File: config.mk
export PLATFORM = sky130hd
export DESIGN_NAME = bcd_to_bin
export DESIGN_NICKNAME = d
export VERILOG_FILES = /design/src/rtl/bcd_to_bin.sv
export SDC_FILE = /design/constraint.sdc
export NUM_CORES = 1
export LEC_CHECK = 0
export ABC_AREA = 0
export CAP_MARGIN = 25
export CELL_PAD_IN_SITES_DETAIL_PLACEMENT = 1
export CELL_PAD_IN_SITES_GLOBAL_PLACEMENT = 1
export CORE_MARGIN = 2
export CORE_UTILIZATION = 25
export DETAILED_ROUTE_END_ITERATION = 7
export HOLD_SLACK_MARGIN = 0.1
export PLACE_DENSITY = 0.53
export SYNTH_ARGS = -nofsm -noshare
export SYNTH_HDL_FRONTEND = slang
export SYNTH_SLANG_ARGS = --single-unit
File: constraint.sdc
create_clock -name clk -period 2.7 [get_ports clk]
set_clock_uncertainty 0.15 [all_clocks]
set_input_delay 0.54 -clock clk [delete_from_list [all_inputs] [get_ports clk]]
set_output_delay 0.54 -clock clk [all_outputs]
set_load 0.1 [all_outputs]
File: src/rtl/bcd_to_bin.sv
// bcd_to_bin: serial packed-BCD to unsigned binary converter.
// A word handed over on in_valid/in_ready is converted one digit per cycle,
// most significant digit first (acc = acc*10 + d). The result is held with
// out_valid until the sink takes it with out_ready.
//
// Ports:
//   clk        sole clock, rising edge
//   rst_n      asynchronous active-low reset
//   in_valid   source presents a BCD word
//   in_ready   converter idle and able to take a word
//   in_bcd     packed BCD, most significant digit in the top nibble
//   out_valid  result available
//   out_ready  sink accepts the result
//   out_bin    binary value of the accepted word (0 when out_error is set)
//   out_error  at least one nibble of the word was greater than 9
module bcd_to_bin #(
  parameter int DIGITS = 4,
  parameter int BIN_W  = 14
) (
  input  logic                  clk,
  input  logic                  rst_n,
  input  logic                  in_valid,
  output logic                  in_ready,
  input  logic [4*DIGITS-1:0]   in_bcd,
  output logic                  out_valid,
  input  logic                  out_ready,
  output logic [BIN_W-1:0]      out_bin,
  output logic                  out_error
);

  localparam int IN_W  = 4 * DIGITS;
  localparam int CNT_W = (DIGITS > 1) ? $clog2(DIGITS) : 1;
  localparam logic [CNT_W-1:0] LAST = CNT_W'(DIGITS - 1);

  typedef enum logic [1:0] {IDLE, CONV, DONE} state_t;

  state_t            state, state_nxt;
  logic [IN_W-1:0]   sr;
  logic [BIN_W-1:0]  acc;
  logic [CNT_W-1:0]  cnt;
  logic              err;

  logic [3:0]        d;
  logic              d_bad;
  logic [3:0]        d_eff;
  logic [BIN_W-1:0]  acc_nxt;
  logic              err_nxt;
  logic              last;
  logic              accept;

  // Current digit is always the top nibble; the register shifts left.
  assign d       = sr[IN_W-1 -: 4];
  assign d_bad   = (d > 4'd9);
  assign d_eff   = d_bad ? 4'd0 : d;
  // acc*10 as shift-add; width is sized so no overflow is possible.
  assign acc_nxt = (acc << 3) + (acc << 1) + BIN_W'(d_eff);
  assign err_nxt = err | d_bad;
  assign last    = (cnt == LAST);

  assign in_ready  = (state == IDLE);
  assign out_valid = (state == DONE);
  assign accept    = in_valid && in_ready;

  always_ff @(posedge clk or negedge rst_n) begin
    if (!rst_n) state <= IDLE;
    else        state <= state_nxt;
  end

  always_comb begin
    state_nxt = state;
    unique case (state)
      IDLE:    if (in_valid)  state_nxt = CONV;
      CONV:    if (last)      state_nxt = DONE;
      DONE:    if (out_ready) state_nxt = IDLE;
      default:                state_nxt = IDLE;
    endcase
  end

  always_ff @(posedge clk or negedge rst_n) begin
    if (!rst_n) begin
      sr        <= '0;
      acc       <= '0;
      cnt       <= '0;
      err       <= 1'b0;
      out_bin   <= '0;
      out_error <= 1'b0;
    end else begin
      if (accept) begin
        sr  <= in_bcd;
        acc <= '0;
        cnt <= '0;
        err <= 1'b0;
      end else if (state == CONV) begin
        sr  <= sr << 4;
        acc <= acc_nxt;
        cnt <= cnt + 1'b1;
        err <= err_nxt;
        // Result registers only move on the final digit, so they keep the
        // previous result in every other state.
        if (last) begin
          out_bin   <= err_nxt ? '0 : acc_nxt;
          out_error <= err_nxt;
        end
      end
    end
  end

endmodule

### Word level (Yosys, flattened, before mapping)

Index checks and enable logic that the tools add are counted.

* order comparisons: 1
* multiplexer cells: 14
* reductions and logical operators: 5
* bitwise logic cells: 2
* $add $sub $neg: 3
* equality and inequality tests: 6

Operators with widths (number)
* two-way mux 16 bit: 2
* two-way mux 13 bit: 2
* adder 14 bit: 1
* adder 14 x 4 -> 14 bit: 1
* two-way mux 14 bit: 1
* two-way mux 2 bit: 5
* case mux 2 bit (3 select lines): 1
* AND reduction 3 bit: 2
* == test 2 bit (second input constant): 2
* > comparator 4 bit (second input constant): 1
* two-way mux 4 bit: 1
* inequality test 2 bit (second input constant): 2
* adder 2 x 1 -> 2 bit (second input constant): 1
* == test 2 x 1 -> 1 bit (second input constant): 1
* logical NOT 2 bit: 1
* two-way mux 1 bit: 2
* inequality test 2 x 1 -> 1 bit (second input constant): 1
* nonzero test 2 bit: 1
* logical AND 1 bit: 1
* NOT 1 bit: 1
* bitwise OR 1 bit: 1

* logic and storage cells: 38
* output and inout bits: 17
* input bits: 20
* register bits after elaboration: 49

### Logic depth before layout (Yosys ltp)

* word-level depth: 5
* gate-level depth with buffers: 10
* mapped depth without buffers: 10

### Worst setup path after synthesis

No wires, ideal clock.

* kind: register to register
* from: register state[0]
* to: register cnt[1]
* required time: 2414 ps
* library setup time: 136 ps
* buffers on the path: 2
* slack: -147 ps
* cell stages (with the launch flop): 6
* clock period less this slack: 2847 ps
* arrival: 2561 ps
* cell sequence: dfrtp_1 > nor2_1 > and2_1 > buf_2 > clkbuf_1 > o21ai_0

* word-level cells in the longest chain between the ends: 3
* elaborated cells between the ends (all ways): 5
* classes of those cells: 1 x eq/ne; 1 x mux; 3 x reduce/logical

RTL lines
* start, declared: line 37 `state_t state, state_nxt;`
* start signal, assigned: line 66 `else state <= state_nxt;`
* logical NOT 2 bit *: line 60 `assign in_ready = (state == IDLE);`
* via in_ready: line 23 `output logic in_ready,`
* logical AND 1 bit *: line 62 `assign accept = in_valid && in_ready;`
* two-way mux 2 bit / nonzero test 2 bit (equally long branches)
* end signal, assigned: line 96 `cnt <= cnt + 1'b1;`
* end, declared: line 40 `logic [CNT_W-1:0] cnt;`

Mark *: on every way through the listed nets, which the timed path passes. The rest lies on a longest branch.
A chain may end at the register's enable or synchronous reset.

### Worst setup path in the final report

* from: register sr[13]
* to: register out_bin[10]

* word-level cells in the longest chain between the ends: 4
* elaborated cells between the ends (all ways): 5
* classes of those cells: 1 x add/sub; 1 x order compare; 2 x mux; 1 x bitwise

RTL lines
* start, declared: line 38 `logic [IN_W-1:0] sr;`
* start signal, assigned: line 89 `sr <= in_bcd;`
* start signal, assigned: line 94 `sr <= sr << 4;`
* > comparator 4 bit: line 53 `assign d_bad = (d > 4'd9);`
* two-way mux 4 bit: line 54 `assign d_eff = d_bad ? 4'd0 : d;`
* adder 14 x 4 -> 14 bit: line 56 `assign acc_nxt = (acc << 3) + (acc << 1) + BIN_W'(d_eff);`
* two-way mux 14 bit *: line 101 `out_bin <= err_nxt ? '0 : acc_nxt;`
* end signal, assigned: line 101
* end, declared: line 27 `output logic [BIN_W-1:0] out_bin,`

Every way passes the cells marked *; elsewhere a longest branch is shown, timed or not.

==> metrics.log <==
[metrics] Std-Cell Core Area: 10200 um2
[metrics] post-synth net total: 307
[metrics] wire length per cell after detailed routing: 15.8 um
[metrics] class of the most critical setup path: reg -> reg
[metrics] CTS Root Buffer Type: sky130_fd_sc_hd__clkbuf_8
[metrics] number of sinks on the clock net: 49
[metrics] global-route wire length before repair: 11800 um
[metrics] antenna-violating nets left: 0
[metrics] highest cell delay on the worst timing path: 500 ps
[metrics] time the worst path needs with I/O delays and setup: 2760 ps
[metrics] worst rel slew slack: 0.413
[metrics] Final Hold Fails: 0
[metrics] maximum number of pins on one net before global-route repair: 31
[metrics] Worst EP arrival: 2810 ps
[metrics] period utilization: 1.02
[metrics] Layout fillers: 1166
[metrics] Longest Clk Path Bufs: 2
[metrics] post-route DRC violation count: 0
[metrics] TritonCTS clock tree: done
[metrics] DIE WIDTH: 106 um
[metrics] Total Nets Final: 363
[metrics] R2R Setup Slk: -60 ps
[metrics] slew at the pin closest to its max-slew limit: 878 ps
[metrics] Highest Clock Rate: 362 MHz
[metrics] violations in the final reports: negative setup slack
[metrics] latest clock arrival within the worst-skew pair: 300 ps
[metrics] Yosys top cell area share: 0.471
[metrics] Max stage delay cell, worst path: sky130_fd_sc_hd__fa_1
[metrics] number of top-level pins: 37
[metrics] first-pass detailed-route iteration total: 4
[metrics] count of different cell masters after synthesis: 38
[metrics] average cell area after synthesis: 9.93 um2
[metrics] total wirelength of the detailed-routed design: 7150 um
[metrics] ordered list of cells on the worst path: nor2_2, nand2_1, fa_1, inv_2, fa_2, a21o_1, a221oi_4, o21bai_1, xor2_1, a22o_1
[metrics] global-route total usage across every layer: 0.134
[metrics] cell count after synthesis: 262
[metrics] initial core utilization: 0.254
[metrics] capture point of the critical path: out_bin[10]
[metrics] Port Buf Inserts: 36
[metrics] RSZ-0062 raised after global routing: true
[metrics] number of DRC markers after the initial detailed-route iteration: 42
[metrics] relative area change from synthesis to final layout: 31.3%
[metrics] Reg2Reg Capture Point: out_bin[10]
[metrics] most used cells in the layout excluding fill and tap cells: sky130_fd_sc_hd__nand2_1 (60), sky130_fd_sc_hd__dfrtp_1 (49), sky130_fd_sc_hd__buf_4 (38)
[metrics] y dimension of the die: 106 um
[metrics] maximum level of the CTS H-tree: 2
[metrics] Yosys warning total: 0
[metrics] dpl hpwl: 5260 um
[metrics] maximum fanout count along the critical path: 3
[metrics] total instance count after detailed placement: 441
[metrics] global placer's final weighted congestion: 0.757
[metrics] total number of vias: 2140
[metrics] max-cap check violation count: 0
[metrics] sequential element share of the synthesized area: 0.471
[metrics] post-synthesis instance area: 2600 um2
[metrics] fraction of layout instances using a drive strength above 1: 0.214
[metrics] cell taking the most area after synthesis: sky130_fd_sc_hd__dfrtp_1
[metrics] setup violators final: 8
[metrics] data required time of the worst path: 2750 ps
[metrics] Worst setup SP type: register
[metrics] worst setup margin: -61.1 ps
[metrics] mean number of vias per cell: 4.71
[metrics] number of standard cells in the final layout excluding fillers: 454
[metrics] number of buffers added by the clock tree synthesis step: 5
[metrics] final-report max-slew violation count: 0
[metrics] source of the critical timing path: sr[13]
[metrics] number of rows in the core area: 37
[metrics] Clock Pin Slew Worst Setup and Hold Paths: 90 ps
[metrics] synthesis-stage register bit count: 49
[metrics] number of antenna violations at the first check in global routing: 0
[metrics] Register-to-Register Path Depth: 10
[metrics] startpoint of the lowest-slack register-to-register path: sr[13]
[metrics] antenna fix cells: 0
[metrics] run status: complete, but fails checks
[metrics] dominant cells by area after synthesis: sky130_fd_sc_hd__dfrtp_1 (47%), sky130_fd_sc_hd__ha_1 (11%), sky130_fd_sc_hd__nand2_1 (8.7%), sky130_fd_sc_hd__o21ai_0 (3.5%), sky130_fd_sc_hd__a22oi_1 (3.5%)
[metrics] die area: 11200 um2
[metrics] number of global-route vias before repair: 2270
[metrics] leading cell type in the layout, fill and taps excluded: sky130_fd_sc_hd__nand2_1
[metrics] path class of the lowest-slack min-delay path: reg -> reg
[metrics] grt total ovfl: 0
[metrics] kind of capture point of the worst setup path: register
-- sequential cells by signal (all words and copies together), names as in the netlist --
register,count
sr,16
acc,13
out_bin,14
err,1
state,2
cnt,2
out_error,1
-- synth_stat cells --
master and n:
sky130_fd_sc_hd__and3_1 2, sky130_fd_sc_hd__a31o_2 3, sky130_fd_sc_hd__o2bb2ai_1 3, sky130_fd_sc_hd__a21o_1 5
sky130_fd_sc_hd__and2b_1 1, sky130_fd_sc_hd__o21bai_1 1, sky130_fd_sc_hd__nor2_1 6, sky130_fd_sc_hd__a21oi_1 8
sky130_fd_sc_hd__dfrtp_1 49, sky130_fd_sc_hd__a221oi_2 1, sky130_fd_sc_hd__and4_1 1, sky130_fd_sc_hd__a32o_1 2
sky130_fd_sc_hd__o32ai_1 1, sky130_fd_sc_hd__o31ai_1 2, sky130_fd_sc_hd__buf_2 2, sky130_fd_sc_hd__or3_1 3
sky130_fd_sc_hd__ha_1 23, sky130_fd_sc_hd__inv_1 7, sky130_fd_sc_hd__and4_2 1, sky130_fd_sc_hd__o211ai_1 2
sky130_fd_sc_hd__nor2b_1 3, sky130_fd_sc_hd__nand4_1 1, sky130_fd_sc_hd__a211oi_1 1, sky130_fd_sc_hd__clkbuf_1 9
sky130_fd_sc_hd__nand2_1 60, sky130_fd_sc_hd__a31oi_1 2, sky130_fd_sc_hd__fa_1 2, sky130_fd_sc_hd__a22o_1 10
sky130_fd_sc_hd__xnor2_1 6, sky130_fd_sc_hd__nand2b_1 2, sky130_fd_sc_hd__xor2_1 3, sky130_fd_sc_hd__nand3_1 4
sky130_fd_sc_hd__and3_2 1, sky130_fd_sc_hd__nor3_1 3, sky130_fd_sc_hd__o21ai_0 18, sky130_fd_sc_hd__and2_1 1
sky130_fd_sc_hd__a211o_1 1, sky130_fd_sc_hd__a22oi_1 12
-- worst max-delay path: cells and delay by family, from the launching register on --
family          cells  cell delay (ps)
compound gates      4              830
xor+xnor            1              190
fa+ha+maj           2              840
buf+inv             1               50
flops               1              400
simple gates        2              210
-- worst min-delay path by stage --
stage | start | end | cells past startpoint
2_1_floorplan | rst_n | acc[0] | 0
3_3_place_gp | sr[11] | sr[11] | 2
3_5_place_dp | sr[10] | sr[10] | 2
4_1_cts | sr[11] | sr[11] | 2
5_1_grt | sr[10] | sr[10] | 2
6_report | sr[11] | sr[11] | 2
-- area by class of cell --
class | count | area (um2) | area share
flip-flops and latches | 49 | 1230 | 0.359
clock buffers | 6 | 82.6 | 0.0242
repair buffers | 60 | 512 | 0.150
well taps | 136 | 170 | 0.0498
inverters | 7 | 26.3 | 0.00769
multi-input cells | 195 | 1390 | 0.408
clock inverters | 1 | 7.51 | 0.00220
-- cell families (layout without fill, tap and decap cells) --
logic type | count (synthesis) | after routing | share of synthesized area
compound gates | 72 | 72 | 0.195
fa+ha+maj | 25 | 25 | 0.126
buf+inv | 18 | 74 | 0.0269
simple gates | 89 | 89 | 0.150
xor+xnor | 9 | 9 | 0.0303
flops | 49 | 49 | 0.471
-- timing repair --
action	4_1_cts	5_1_grt
setup endpoints to repair	11	13
hold endpoints to repair	19	0
pin swaps	15	5
hold buffers	1	0
gates resized for setup	11	6
buffers inserted	2	3
-- metrics by stage --
step                       util  instance area (um2)  setup slack [ps]  hold slack, ps  TNS (ps)
final                     0.334                 3420             -61.1             331      -249
after global routing      0.334                 3420              -199             369     -1820
after CTS                 0.330                 3370             -70.6             341      -247
after detailed placement  0.312                 3190              -128             317      -737
after global placement    0.312                 3190              -116             312      -419
after floorplan               -                 2610              14.7            94.4         0
-- metal layers --
layer | vias up | global-route usage | wire length (um)
met5 | - | 0 | 0
met4 | 0 | 0.0282 | 62
met3 | 5 | 0.0215 | 205
met2 | 30 | 0.240 | 3690
met1 | 1060 | 0.169 | 3190
li1 | 1045 | - | -
Power is left out: the tool's default activity adds up to more than one toggle a clock period on the data nets, which glitch-free logic cannot reach.
